$ cat src/rtl/operand_fetch_stage_pkg.sv
// Shared constants for the operand fetch stage and its register file.
package operand_fetch_stage_pkg;

   localparam int DEF_DATA_WIDTH = 32;
   localparam int DEF_ADDR_WIDTH = 5;
   localparam int ZERO_REG       = 0;
   localparam int REG_COUNT      = 2 ** DEF_ADDR_WIDTH;

   // True when a write-back targets a real register and matches the read address.
   function automatic logic wr_hits(input logic       wr_en,
                                    input logic [31:0] wr_addr,
                                    input logic [31:0] rd_addr);
      return wr_en && (wr_addr != 32'(ZERO_REG)) && (wr_addr == rd_addr);
   endfunction

endpackage

$ cat src/rtl/operand_fetch_stage_regfile.sv
// Two-read, one-write register file: register 0 is hardwired to zero and
// reads see a same-cycle write-back through a combinational bypass.
module regfile_2r1w
   import operand_fetch_stage_pkg::*;
#(
   parameter int DATA_WIDTH = DEF_DATA_WIDTH,
   parameter int ADDR_WIDTH = DEF_ADDR_WIDTH
) (
   input  logic                  i_clk,
   input  logic                  i_reset,
   input  logic [ADDR_WIDTH-1:0] i_rd0_addr,
   output logic [DATA_WIDTH-1:0] o_rd0_data,
   input  logic [ADDR_WIDTH-1:0] i_rd1_addr,
   output logic [DATA_WIDTH-1:0] o_rd1_data,
   input  logic                  i_wr_en,
   input  logic [ADDR_WIDTH-1:0] i_wr_addr,
   input  logic [DATA_WIDTH-1:0] i_wr_data
);

   localparam int DEPTH = 2 ** ADDR_WIDTH;
   localparam logic [ADDR_WIDTH-1:0] ZERO_ADDR = ADDR_WIDTH'(ZERO_REG);

   logic [DATA_WIDTH-1:0] r_mem [DEPTH];

   // Storage update; entry 0 is never written so it stays zero after reset.
   always_ff @(posedge i_clk) begin
      if (i_reset) begin
         for (int i = 0; i < DEPTH; i++) begin
            r_mem[i] <= '0;
         end
      end else if (i_wr_en && (i_wr_addr != ZERO_ADDR)) begin
         r_mem[i_wr_addr] <= i_wr_data;
      end else begin
         r_mem[i_wr_addr] <= r_mem[i_wr_addr];
      end
   end

   // Read port 0 with zero-register rule and write-through bypass.
   always_comb begin
      o_rd0_data = '0;
      if (i_rd0_addr == ZERO_ADDR) begin
         o_rd0_data = '0;
      end else if (wr_hits(i_wr_en, 32'(i_wr_addr), 32'(i_rd0_addr))) begin
         o_rd0_data = i_wr_data;
      end else begin
         o_rd0_data = r_mem[i_rd0_addr];
      end
   end

   // Read port 1, identical rules, independent of port 0.
   always_comb begin
      o_rd1_data = '0;
      if (i_rd1_addr == ZERO_ADDR) begin
         o_rd1_data = '0;
      end else if (wr_hits(i_wr_en, 32'(i_wr_addr), 32'(i_rd1_addr))) begin
         o_rd1_data = i_wr_data;
      end else begin
         o_rd1_data = r_mem[i_rd1_addr];
      end
   end

endmodule

$ cat src/rtl/operand_fetch_stage.sv
// Operand fetch stage: reads two operands from the register file and holds
// them in an output register handed to the ALU under valid/ready.
module operand_fetch_stage
   import operand_fetch_stage_pkg::*;
#(
   parameter int DATA_WIDTH = DEF_DATA_WIDTH,
   parameter int ADDR_WIDTH = DEF_ADDR_WIDTH
) (
   input  logic                  clk,
   input  logic                  reset,
   input  logic                  in_valid,
   output logic                  in_ready,
   input  logic [ADDR_WIDTH-1:0] rs_addr,
   input  logic [ADDR_WIDTH-1:0] rt_addr,
   input  logic                  wr_en,
   input  logic [ADDR_WIDTH-1:0] wr_addr,
   input  logic [DATA_WIDTH-1:0] wr_data,
   output logic                  out_valid,
   input  logic                  out_ready,
   output logic [DATA_WIDTH-1:0] out_a,
   output logic [DATA_WIDTH-1:0] out_b
);

   logic [DATA_WIDTH-1:0] w_rs_data;
   logic [DATA_WIDTH-1:0] w_rt_data;
   logic                  w_accept;
   logic                  r_out_valid;
   logic [DATA_WIDTH-1:0] r_out_a;
   logic [DATA_WIDTH-1:0] r_out_b;

   regfile_2r1w #(
      .DATA_WIDTH (DATA_WIDTH),
      .ADDR_WIDTH (ADDR_WIDTH)
   ) u_regfile (
      .i_clk      (clk),
      .i_reset    (reset),
      .i_rd0_addr (rs_addr),
      .o_rd0_data (w_rs_data),
      .i_rd1_addr (rt_addr),
      .o_rd1_data (w_rt_data),
      .i_wr_en    (wr_en),
      .i_wr_addr  (wr_addr),
      .i_wr_data  (wr_data)
   );

   // Ready whenever the output slot is empty or being drained this cycle.
   always_comb begin
      in_ready = (!r_out_valid) || out_ready;
      w_accept = in_valid && in_ready;
   end

   // Output register: capture on accept, clear valid on drain, else hold.
   always_ff @(posedge clk) begin
      if (reset) begin
         r_out_valid <= 1'b0;
         r_out_a     <= '0;
         r_out_b     <= '0;
      end else if (w_accept) begin
         r_out_valid <= 1'b1;
         r_out_a     <= w_rs_data;
         r_out_b     <= w_rt_data;
      end else if (out_ready) begin
         r_out_valid <= 1'b0;
         r_out_a     <= r_out_a;
         r_out_b     <= r_out_b;
      end else begin
         r_out_valid <= r_out_valid;
         r_out_a     <= r_out_a;
         r_out_b     <= r_out_b;
      end
   end

   assign out_valid = r_out_valid;
   assign out_a     = r_out_a;
   assign out_b     = r_out_b;

endmodule

$ cat config.mk
export PLATFORM = sky130hd
export DESIGN_NAME = operand_fetch_stage
export DESIGN_NICKNAME = d
export VERILOG_FILES = /design/src/rtl/operand_fetch_stage_pkg.sv /design/src/rtl/operand_fetch_stage_regfile.sv /design/src/rtl/operand_fetch_stage.sv
export SDC_FILE = /design/constraint.sdc
export NUM_CORES = 2
export LEC_CHECK = 0
export ABC_AREA = 0
export CAP_MARGIN = 40
export CORE_MARGIN = 4
export CORE_UTILIZATION = 34
export CTS_CLUSTER_DIAMETER = 80
export DETAILED_ROUTE_END_ITERATION = 8
export PLACE_DENSITY = 0.47
export SYNTH_ARGS = -nofsm -noshare
export SYNTH_HDL_FRONTEND = slang
export SYNTH_SLANG_ARGS = --single-unit
$ cat constraint.sdc
create_clock -name clk -period 2.75 [get_ports clk]
set_clock_uncertainty 0.1 [all_clocks]
set_input_delay 0.275 -clock clk [delete_from_list [all_inputs] [get_ports clk]]
set_output_delay 0.275 -clock clk [all_outputs]
set_load 0.02 [all_outputs]
==> PnR_summary.wiki <==
{| class="wikitable"
! Metric !! Value
|-
| Result of the run || finished, final reports clean
|-
| Flop and latch count out of synthesis || between 1000 and 1500
|-
| CTS max path bufs || 3
|-
| Clock sink total || 1089
|-
| Final number of setup-violating endpoints || 0
|-
| Top cell type by total area after synthesis || edfxtp_1
|-
| DRT iter0 DRCs || 3550
|-
| CP endpoint kind || output port
|-
| Library cell used as clock root buffer || clkbuf_16
|-
| Clock tree from TritonCTS || done
|-
| Unique cell type count in the Yosys netlist || 61
|-
| Clock network latency to the later pin of the worst-skew pair || 760 ps
|-
| Inserted Clock Buffers || around 130
|-
| Cell area power density || approximately 620 mW/mm^2
|-
| GR Overflow Total || 0
|-
| Leakage dissipation || 0.02348 uW
|-
| Final critical-path required period || 2517 ps
|-
| Async set-reset flop share out of synthesis || 0%
|-
| Full die area || 0.1734 sq mm
|-
| Drt total wl || 210.0 mm
|-
| Width of the die || 416.4 microns
|-
| Number of design rule violations left after detail routing || 0
|-
| Post-synth EDFFs || 1024
|-
| Slew at the pin closest to its max-slew limit || 892.7 ps
|-
| HPWL reported at the end of detailed placement || 136.2 mm
|-
| Routed via count || 35899
|-
| Required time reported for the critical path endpoint || 2380 ps
|-
| Max Slew Vio Count || 0
|-
| Number of antenna violations at the first check in global routing || 2
|-
| Predominant post-synthesis flop cell || edfxtp_1
|-
| Reg2reg setup slack || 370 ps
|-
| Final core utilization || approximately two fifths
|-
| Number of top-level design ports || 118
|-
| Most common cell after layout, fill and taps aside || edfxtp_1
|-
| Starting Density || roughly a third
|-
| Synthesis warning total || 0
|-
| Number of violations of the max-capacitance limit || 0
|-
| Worst Reg-to-Reg Cells || 6
|-
| Period utilization || 91.52%
|-
| Hold violation count in the final report || 0
|-
| H-tree levels || 4
|-
| CTS clock-pin slew for the worst setup and hold paths || about 60 ps
|-
| R2r endpoint || out_b[17]$_SDFFE_PP0P_
|-
| Die H || 416.4 microns
|-
| Critical path arrival || 2140 ps
|-
| Synth top area cells || edfxtp_1 54%, mux4_2 18%, and2_1 11%, dfxtp_1 2.3%, mux2i_1 2.3%
|-
| Max Clk Rate || roughly 400 MHz
|-
| Instance count of the mapped netlist || 3788
|-
| Wire length of the first global-routing pass || between 200 and 300 mm
|-
| Share of Yosys cell area claimed by the top area cell type || 54.22%
|-
| Fillcell total || between 10000 and 15000
|-
| Total GRT Usage || 23.98%
|-
| Port buffer count || roughly 120
|-
| Maximum number of pins on one net before global-route repair || 75
|-
| Synthesized cell area || 0.05671 sq mm
|-
| Hold Crit Start || rt_addr[3]
|-
| Number of detailed-route iterations in the first pass || 6
|-
| Register area share after synthesis || between 50% and 60%
|-
| Post-detailed-placement cell area || between 0.06 and 0.07 sq mm
|-
| Reg-to-reg critical path startpoint || u_regfile.r_mem[27][17]$_SDFFCE_PN0P_
|-
| Final instance area || 0.06779 sq mm
|-
| Standard-cell rows || about 150
|-
| Avg Inst Size Synth || 14.97 sq um
|-
| Via density || 5.654
|-
| Area of the placeable core || 0.1654 sq mm
|-
| Hold Crit Depth || 4
|-
| Filler-free cell count of the finished design || approximately 6300
|-
| Tightest Hold Check Type || in2reg
|-
| Number of global-route vias before repair || approximately 37000
|-
| Proportion of layout cells with a drive suffix above 1 || 27.85%
|-
| Final layout net count || approximately 4000
|-
| Per-cell routed wire length || 33.07 microns
|-
| Max-slew headroom at the worst pin || 40.30%
|-
| Top library cells by usage in the layout, fill and taps aside || 1024 x edfxtp_1, 992 x and2_1, 447 x mux4_2
|-
| Weighted congestion at the end of routability-driven global placement || a little over 0.8
|-
| Layout Area Growth over Synthesis || 19.53%
|-
| Placed cells || 6117
|-
| Unrepaired setup endpoints after global routing || no
|-
| Element type at the critical path start || flip-flop
|-
| Final ANT Viol Nets || 0
|-
| Maximum fanout encountered on the critical timing path || 3
|-
| Peak supply drop || 0.6584 mV
|-
| End point of the worst hold path || out_b[11]$_SDFFE_PP0P_
|-
| Critical path start-end classification || reg2out
|}
[Yosys cell counts, types with 13 or more instances]
library cell,number
nor4_1,41
and2_1,993
nor2b_1,75
mux4_2,447
buf_2,75
or2_2,31
o221ai_1,39
nor3_1,13
o22ai_1,30
a221o_1,39
mux2i_1,130
a211oi_1,81
buf_6,14
a21oi_1,17
o22a_1,32
edfxtp_1,1024
mux2_2,20
nor2_1,54
dfxtp_1,65
nand2_1,25
a221oi_1,29
clkbuf_1,289
a22oi_1,43
buf_4,22
a22o_1,16
[logic make-up (layout without fill, tap and decap cells)]
group,Yosys count,after routing,share of synthesized area [%]
AOI/OAI and AO/OA,404,404,5.793
muxes,597,597,20.44
other,1,34,0.006612
DFF,1089,1089,56.51
xor gates and xnor gates,10,10,0.1677
buffers and inverters,415,754,3.342
and+or+nand+nor,1272,1272,13.73
[where the power goes]
group | switching, uW | total (uW) | internal, uW
Clock | 7040 | 17100 | 10100
Combinational | 2870 | 5290 | 2420
Sequential | 627 | 19700 | 19100
[what timing repair did]
item                                    in CTS  in global routing
endpoints found under the hold margin        1                  0
gates resized for setup                      1                  0
buffers inserted                             0                  0
hold buffers                                 1                  0
endpoints found under the setup margin       1                  0
[per-stage QoR]
stage / total power [uW] / setup TNS, ps / worst slack (ps) / hold WS (ps)
2_1_floorplan: 22600 / 0 / 468.5 / 306.0
3_3_place_gp: 25350 / -5537 / -278.2 / 373.7
3_5_place_dp: 25370 / -6036 / -314.2 / 377.6
4_1_cts: 42510 / 0 / 130.8 / 65.32
5_1_grt: 43460 / 0 / 103.3 / 105.8
6_report: 42100 / 0 / 233.2 / 134.6
[worst max-delay path, stage by stage (launching register included)]
cell,delay (ps)
dfxtp_1,340
nor2b_2,310
inv_1,160
clkdlybuf4s50_1,570
[worst max path at each step]
stage,from,endpoint,slack [ps],cells after the start
2_1_floorplan,wr_addr[2],u_regfile.r_mem[12][0]$_SDFFCE_PN0P_,470,7
3_3_place_gp,rs_addr[4],out_a[18]$_SDFFE_PP0P_,-280,7
3_5_place_dp,rs_addr[4],out_a[18]$_SDFFE_PP0P_,-310,7
4_1_cts,out_valid$_SDFFE_PP0P_,in_ready,130,3
5_1_grt,out_valid$_SDFFE_PP0P_,in_ready,100,3
6_report,out_valid$_SDFFE_PP0P_,in_ready,230,3
[flip-flops by register name, summed over array words and instances (netlist names)]
signal,count
out_b,32
out_valid,1
u_regfile.r_mem,1024
out_a,32
[area by class of cell]
class / count / area, sq um / share of cell area (%)
Timing Repair Buffer: 523 / 5645 / 8.328
Sequential cell: 1089 / 32050 / 47.28
Antenna cell: 2 / 5.005 / 0.007383
Inverter: 2 / 7.507 / 0.01107
Multi-Input combinational cell: 2315 / 23210 / 34.24
Tap cell: 2189 / 2739 / 4.040
Clock buffer: 183 / 3766 / 5.556
Clock inverter: 46 / 367.9 / 0.5426
[metal layers]
metal | vias to the layer above | routed length (microns) | GRT usage [%]
met3 | 323 | 10990 | 3.426
met1 | 19017 | 88760 | 32.03
met4 | 0 | 9204 | 9.718
met2 | 1304 | 101000 | 39.44
met5 | - | 0 | 0
li1 | 15255 | - | -
Note: power is estimated with default switching activity, not from simulation.
